## src/rtl/cfu_cmd_issuer.sv

```systemverilog
// cfu_cmd_issuer: initiator side of the CFU cmd/rsp handshake.
// Host commands queue in a small FIFO. They are issued to the CFU one at a
// time, and each response is returned on a registered result stream.
// Optional feature macro: CFU_ISSUER_TIMEOUT_EN (WAIT_RSP timeout, stray-response drop).
//
// Handshakes: every stream (push_*, cmd_*, rsp_*, res_*) transfers on a rising
// edge where valid && ready. A valid held by this block keeps its payload
// stable until that transfer. Only one command is ever outstanding at the CFU.
module cfu_cmd_issuer #(
  parameter int          CMD_DEPTH      = 4,
  parameter int          TIMEOUT_CYCLES = 1024,
  parameter logic [31:0] TIMEOUT_DATA   = 32'hDEAD_BEEF
) (
  input  logic        clk,
  input  logic        reset,
  input  logic        push_valid,
  output logic        push_ready,
  input  logic [9:0]  push_function_id,
  input  logic [31:0] push_in0,
  input  logic [31:0] push_in1,
  output logic        cmd_valid,
  input  logic        cmd_ready,
  output logic [9:0]  cmd_payload_function_id,
  output logic [31:0] cmd_payload_inputs_0,
  output logic [31:0] cmd_payload_inputs_1,
  input  logic        rsp_valid,
  output logic        rsp_ready,
  input  logic [31:0] rsp_payload_outputs_0,
  output logic        res_valid,
  input  logic        res_ready,
  output logic [31:0] res_data,
  output logic        res_timeout,
  output logic        busy,
  output logic [15:0] issued_count,
  output logic [15:0] completed_count,
  output logic        err_stray
);

  localparam int PW = $clog2(CMD_DEPTH);

  typedef enum logic [1:0] {IDLE, ISSUE, WAIT_RSP, DELIVER} state_t;
  state_t state, state_nxt;

  logic [9:0]  fid_mem [CMD_DEPTH];
  logic [31:0] in0_mem [CMD_DEPTH];
  logic [31:0] in1_mem [CMD_DEPTH];
  logic [PW-1:0] wr_ptr, rd_ptr;
  logic [PW:0]   count;

  logic empty, full, push_fire, cmd_fire;
  logic load_cmd, cap_rsp, cap_tmo, res_fire, stray_hit;

  assign empty      = (count == '0);
  assign full       = (count == (PW+1)'(CMD_DEPTH));
  assign push_ready = !full;
  assign push_fire  = push_valid && !full;
  assign cmd_fire   = (state == ISSUE) && cmd_valid && cmd_ready;
  assign busy       = (state != IDLE) || !empty;

`ifdef CFU_ISSUER_TIMEOUT_EN
  localparam int TW = $clog2(TIMEOUT_CYCLES + 1);
  logic [TW-1:0] tmo_cnt;

  assign rsp_ready = (state != ISSUE);
  assign stray_hit = rsp_valid && (state != WAIT_RSP);

  // Wait-cycle counter: cleared as WAIT_RSP is entered, counts each WAIT_RSP cycle.
  always_ff @(posedge clk) begin
    if (reset) tmo_cnt <= '0;
    else if (cmd_fire) tmo_cnt <= '0;
    else if (state == WAIT_RSP) tmo_cnt <= tmo_cnt + TW'(1);
  end
`else
  assign rsp_ready = (state == WAIT_RSP);
  assign stray_hit = rsp_valid && (state == IDLE) && empty;
`endif

  // FSM state register.
  always_ff @(posedge clk) begin
    if (reset) state <= IDLE;
    else state <= state_nxt;
  end

  // Next-state and per-cycle control strobes.
  always_comb begin
    state_nxt = state;
    load_cmd  = 1'b0;
    cap_rsp   = 1'b0;
    cap_tmo   = 1'b0;
    res_fire  = 1'b0;
    case (state)
      IDLE: begin
        if (!empty) begin
          load_cmd  = 1'b1;
          state_nxt = ISSUE;
        end
      end
      ISSUE: begin
        if (cmd_fire) state_nxt = WAIT_RSP;
      end
      WAIT_RSP: begin
        if (rsp_valid) begin
          cap_rsp   = 1'b1;
          state_nxt = DELIVER;
        end
`ifdef CFU_ISSUER_TIMEOUT_EN
        else if (tmo_cnt == TW'(TIMEOUT_CYCLES - 1)) begin
          cap_tmo   = 1'b1;
          state_nxt = DELIVER;
        end
`endif
      end
      DELIVER: begin
        if (res_valid && res_ready) begin
          res_fire = 1'b1;
          // The delivered command was popped at issue, so the head is the next one.
          if (!empty) begin
            load_cmd  = 1'b1;
            state_nxt = ISSUE;
          end else begin
            state_nxt = IDLE;
          end
        end
      end
      default: state_nxt = IDLE;
    endcase
  end

  // FIFO storage; contents need no reset because occupancy gates every read.
  always_ff @(posedge clk) begin
    if (push_fire) begin
      fid_mem[wr_ptr] <= push_function_id;
      in0_mem[wr_ptr] <= push_in0;
      in1_mem[wr_ptr] <= push_in1;
    end
  end

  // FIFO pointers and occupancy; the pop is the CFU command handshake.
  always_ff @(posedge clk) begin
    if (reset) begin
      wr_ptr <= '0;
      rd_ptr <= '0;
      count  <= '0;
    end else begin
      if (push_fire) wr_ptr <= wr_ptr + PW'(1);
      if (cmd_fire)  rd_ptr <= rd_ptr + PW'(1);
      count <= count + (PW+1)'(push_fire) - (PW+1)'(cmd_fire);
    end
  end

  // Command/result registers, counters and sticky error flag.
  always_ff @(posedge clk) begin
    if (reset) begin
      cmd_valid               <= 1'b0;
      cmd_payload_function_id <= '0;
      cmd_payload_inputs_0    <= '0;
      cmd_payload_inputs_1    <= '0;
      res_valid               <= 1'b0;
      res_data                <= '0;
      res_timeout             <= 1'b0;
      issued_count            <= '0;
      completed_count         <= '0;
      err_stray               <= 1'b0;
    end else begin
      if (load_cmd) begin
        cmd_valid               <= 1'b1;
        cmd_payload_function_id <= fid_mem[rd_ptr];
        cmd_payload_inputs_0    <= in0_mem[rd_ptr];
        cmd_payload_inputs_1    <= in1_mem[rd_ptr];
      end else if (cmd_fire) begin
        cmd_valid <= 1'b0;
      end
      if (cmd_fire) issued_count <= issued_count + 16'd1;
      if (cap_rsp || cap_tmo) begin
        res_valid   <= 1'b1;
        res_data    <= cap_tmo ? TIMEOUT_DATA : rsp_payload_outputs_0;
        res_timeout <= cap_tmo;
      end else if (res_fire) begin
        res_valid       <= 1'b0;
        completed_count <= completed_count + 16'd1;
      end
      if (stray_hit) err_stray <= 1'b1;
    end
  end

endmodule

```

## config.mk

```make
export PLATFORM = sky130hd
export DESIGN_NAME = cfu_cmd_issuer
export DESIGN_NICKNAME = d
export VERILOG_FILES = /design/src/rtl/cfu_cmd_issuer.sv
export SDC_FILE = /design/constraint.sdc
export NUM_CORES = 1
export LEC_CHECK = 0
export ABC_CLOCK_PERIOD_IN_PS = 4000
export CORE_ASPECT_RATIO = 1.75
export CORE_MARGIN = 8
export CORE_UTILIZATION = 30
export CTS_CLUSTER_SIZE = 25
export DETAILED_ROUTE_END_ITERATION = 7
export PLACE_DENSITY = 0.59
export SLEW_MARGIN = 5
export SYNTH_ARGS = -nofsm -noshare
export SYNTH_HDL_FRONTEND = slang
export SYNTH_SLANG_ARGS = --single-unit
```

## constraint.sdc

```tcl
create_clock -name clk -period 4 [get_ports clk]
set_clock_uncertainty 0.1 [all_clocks]
set_input_delay 0.8 -clock clk [delete_from_list [all_inputs] [get_ports clk]]
set_output_delay 0.8 -clock clk [all_outputs]
set_load 0.05 [all_outputs]
```

* After elaboration in Yosys (flattened, before gate mapping) *
Memory sizes are Yosys's and may differ from the RTL's. A register that Yosys moved wholly into a read port is not among the register bits.
Index checks and enable logic that the tools add are counted.

word-level totals
  output and inout port bits = 145
  word-level logic and storage cells = 63
  memories = 3
  register bits after elaboration = 76
  bits of input ports = 112
  memory bits (writable) = 296

memory list
  name     depth  bits a word  rd ports  clocked after memory_dff  wr ports  RTL line  text
  in0_mem  4      32           1         1                         1         45        logic [31:0] in0_mem [CMD_DEPTH];
  in1_mem  4      32           1         1                         1         46        logic [31:0] in1_mem [CMD_DEPTH];
  fid_mem  4      10           1         1                         1         44        logic [9:0] fid_mem [CMD_DEPTH];

operators by class
  equal/unequal tests = 8
  muxes and demuxes = 19
  add/subtract/negate cells = 6
  reductions and logical operators = 16
  bitwise operators = 1

operator list
  kind                                                                   count
  16-bit by 1-bit adder with 16-bit output, second input constant        2
  1-bit 2-to-1 mux                                                       13
  2-bit 2-to-1 mux                                                       4
  2-bit != test, second input constant                                   4
  2-bit one-hot mux with 4 select lines                                  1
  1-bit logical AND                                                      6
  2-bit nonzero test                                                     3
  2-bit by 1-bit adder with 2-bit output, second input constant          2
  2-bit equality test, second input constant                             2
  4-bit AND reduction                                                    1
  3-bit by 1-bit adder with 3-bit output                                 1
  3-bit equality test, second input constant                             1
  3-bit zero test                                                        1
  3-bit by 1-bit subtractor with 3-bit output                            1
  2-bit by 1-bit equality test with 1-bit output, second input constant  1
  1-bit zero test                                                        2
  2-bit zero test                                                        1
  1-bit one-hot mux with 2 select lines                                  1
  2-bit AND reduction                                                    1
  1-bit logical OR                                                       1
  1-bit inverter                                                         1

* Logic depth before layout (Yosys ltp) *
  depth in word-level cells = 5
  depth in mapped cells = 12
  gate-level depth less buffers = 12

* Worst setup path before layout *
Ideal clock, no wire load.

  kind = flip-flop to flip-flop
  start point = register count[1]
  end point = memory fid_mem[0][0], enable pin
  data arrival time = 2.755 ns
  path buffers = 0
  stages on the path, launching flop included = 3
  path slack = 0.704 ns
  setup time = 0.441 ns
  data required time = 3.459 ns
  clock period less this slack = 3.296 ns
  cell sequence = dfxtp_1 > or3b_1 > and3_1

between the ends
  longest elaborated chain between the ends = 5

ends and longest elaborated chain
  element                                 RTL line  text
  start: declaration                      48        logic [PW:0] count;
  start signal: assignment                147       count <= count + (PW+1)'(push_fire) - (PW+1)'(cmd_fire);
  3-bit equality test                     54        assign full = (count == (PW+1)'(CMD_DEPTH));
  1-bit zero test                         n/a
  named net push_ready                    17        output logic push_ready,
  1-bit logical AND                       56        assign push_fire = push_valid && !full;
  1-bit 2-to-1 mux                        131       if (push_fire) begin
  1-bit 2-to-1 mux (not written as such)  132       fid_mem[wr_ptr] <= push_function_id;
  end: declaration                        44

The timed path passes the listed nets, and every way through them passes these cells.

* Worst setup path in the final report *
  start point = register state[0]
  end point = output busy

between the ends
  longest elaborated chain between the ends = 2

ends and longest elaborated chain
  element                   RTL line  text
  start: declaration        42        state_t state, state_nxt;
  start signal: assignment  81        else state <= state_nxt;
  2-bit nonzero test        58        assign busy = (state != IDLE) || !empty;
  1-bit logical OR          58
  end: declaration          33        output logic busy,

No other way between the ends.

==> out/metrics.cfg <==
[run_status]
status=complete, no violations

[critical_path]
critical_path_buf_inv_count=3
cp_data_required_time_ps=3100
arrival_ps=2620
path_cells=inv_1 > ha_1 > nor4b_1 > inv_1 > clkdlybuf4s50_1
startpoint=state[0]
crit_fanout=5
cp-start-kind=flop
worstSetupPathType=flop to primary output
slowest_stage=clkdlybuf4s50_1
crit_family=buffers and inverters
cpMostUsedCell=inv_1
cp-end-kind=primary output
critPathMaxStageDelay_ps=730
worstReg2RegStart=count[2]

[cells_and_area]
area_delta_synth_final_pct=29.92
drive_above_1_share_pct=12.59
layout_common_cells=296 x edfxtp_1, 254 x clkdlybuf4s50_1, 227 x nand2_1, 148 x dfxtp_1, 121 x a21oi_1
stdcell_area_um2=21270
final_nets=1481
finalNonFillerCells=2085
ff_latch_area_um2=11900
layout_commonest_cell=edfxtp_1
multi_input_area_um2=4219
fillers=5098

[clocking]
clk_latency_ps=550
cts_tree=done
clock_path_buffers=3
cts_buffers=43
postCtsResizedCells=0
clock_tree.root_cell=clkbuf_16
cts_sinks=446
clk_pin_slew_worst_paths_ps=60
cts_hold_buf=0
cts_max_level=2
postCtsSetupBuffers=0

[sta]
tightest_slew_ps=992.7
fmax_mhz=284.5
fin_setup_tns_ps=0
maxSlewViolCount=0
fin_ws_ps=484.9
slew_headroom_pct=33.66
fin_crit_ps=3515
final-hold-violation-count=0
setup_viol=0
timing.final.crit_share_pct=87.88
rsz0062_at_grt=false

[pwr]
ir_worst_vdd_v=0.0004005
leakage_nw=6.756
p_per_area_nw_per_um2=660.4
power_mw=14.05

[floorplan]
die_area_um2=62610
rows=113
fp.dieH_um=325.1
initial_core_util_pct=30.24
core-area_um2=54150
dieWidth_um=192.6
ioPinCount=257

[detailed_routing]
wl_met3_um=2243
route.detailed.drc=0
routed-wl-met2_um=22190
wire_per_inst_um=19.96
drtIter0Drc=369
ant_nets=0
met1_length_um=15990
vias=9861
first_pass_iters=4
vias_per_cell=4.729
wl_um=41610
top_layer=met4

[placed_design]
place_area_um2=19810
gp_congestion=0.7201
numPortBuffers=255
pre_cts_slack_ps=829.0
dp_hpwl_um=26440
dp_cells=2000

[synthesis]
syn_nets=1222
synth.distinct_cells=39
synth_warnings=0
syn_inst=1096
synth_edf_count=296
yosysSeqAreaShare_pct=72.62
synth_seq_cells=446
synth_top_flop_cell=edfxtp_1
synth_area_um2=16370
ys_async_sr_fraction_pct=0
syn_area_per_cell_um2=14.94

[grt]
grt_pass1_wl_um=62680
grt_use_total_pct=12.99
grt_overflow=0
grt_pass1_vias=10450
grt_start_max_net_pins=115
antenna_found_initial=5

[hold_path]
hp-start=res_data[3]
worstHoldPathType=flop to flop

[job]
drv_cap=0

-- sequential cells by signal, indices dropped and copies added (netlist names) --
register                 cells
rd_ptr                       2
cmd_valid                    1
res_valid                    1
in0_mem                    128
err_stray                    1
cmd_payload_inputs_0        32
state                        2
in1_mem                    128
cmd_payload_function_id     10
fid_mem                     40
count                        3
issued_count                16
res_data                    32
completed_count             16
cmd_payload_inputs_1        32
wr_ptr                       2
-- synth_stat cells (all sizes together) (7+ instances only) --
master / number / area [µm²]
edfxtp: 296 / 8889
nand2: 227 / 852.1
dfxtp: 150 / 3003
a21oi: 121 / 605.6
mux4: 74 / 1667
clkbuf: 45 / 168.9
nor2: 30 / 112.6
buf: 16 / 76.33
xnor2: 16 / 140.1
ha: 13 / 162.7
inv: 12 / 45.04
nand3: 12 / 65.06
nand4: 9 / 56.30
nor3: 7 / 35.03
nor4: 7 / 43.79
xor2: 7 / 61.31
-- cell families after synthesis --
group | synth area share [%]
flip-flops | 72.62
AND/OR/NAND/NOR | 8.375
AO/OA/AOI/OAI | 4.394
multiplexers | 10.45
buffers and inverters | 1.796
XOR/XNOR | 1.230
adder cells (fa/ha/maj) | 1.116
other | 0.02290
-- path summary, 6_finish.rpt --
path,endpoint,slack (ps),cells after the start
setup / recovery,busy,480,5
hold / removal,res_data[3],350,2
setup reg to reg,count[2],1330,11
hold reg to reg,res_data[3],350,2
-- tightest hold or removal path: stages, from the launching register on --
cell,delay (ps)
dfxtp_1,310
nand2_1,50
a21oi_1,50
-- stage by stage --
stage                     hold WS [ps]  utilization (%)
after detailed placement         345.3            36.58
after CTS                        353.7            39.26
after global routing             370.2            39.28
after floorplan                  369.2                -
final                            352.3            39.29
after global placement           340.9            36.58
-- cell type report --
class | instances | share of cell area, %
tap | 690 | 4.058
clock inverter | 23 | 1.135
antenna | 5 | 0.05881
clock buffer | 57 | 5.693
sequential | 446 | 55.93
inverter | 13 | 0.2294
timing repair buffer | 275 | 13.06
multi-input combinational | 576 | 19.83
-- power by group --
part / internal, mW / leakage [nW] / switching (mW)
Clock: 2.41 / 0.706 / 1.75
Combinational: 1.27 / 2.12 / 2.65
Sequential: 5.64 / 3.93 / 0.322
Total: 9.33 / 6.76 / 4.72
-- layer usage --
layer	GRT usage (%)	vias up
met5	0	-
met4	4.947	0
met3	2.511	60
met2	24.01	269
met1	14.20	4972
li1	-	4560
No activity file was read; power rests on OpenSTA's default activity.
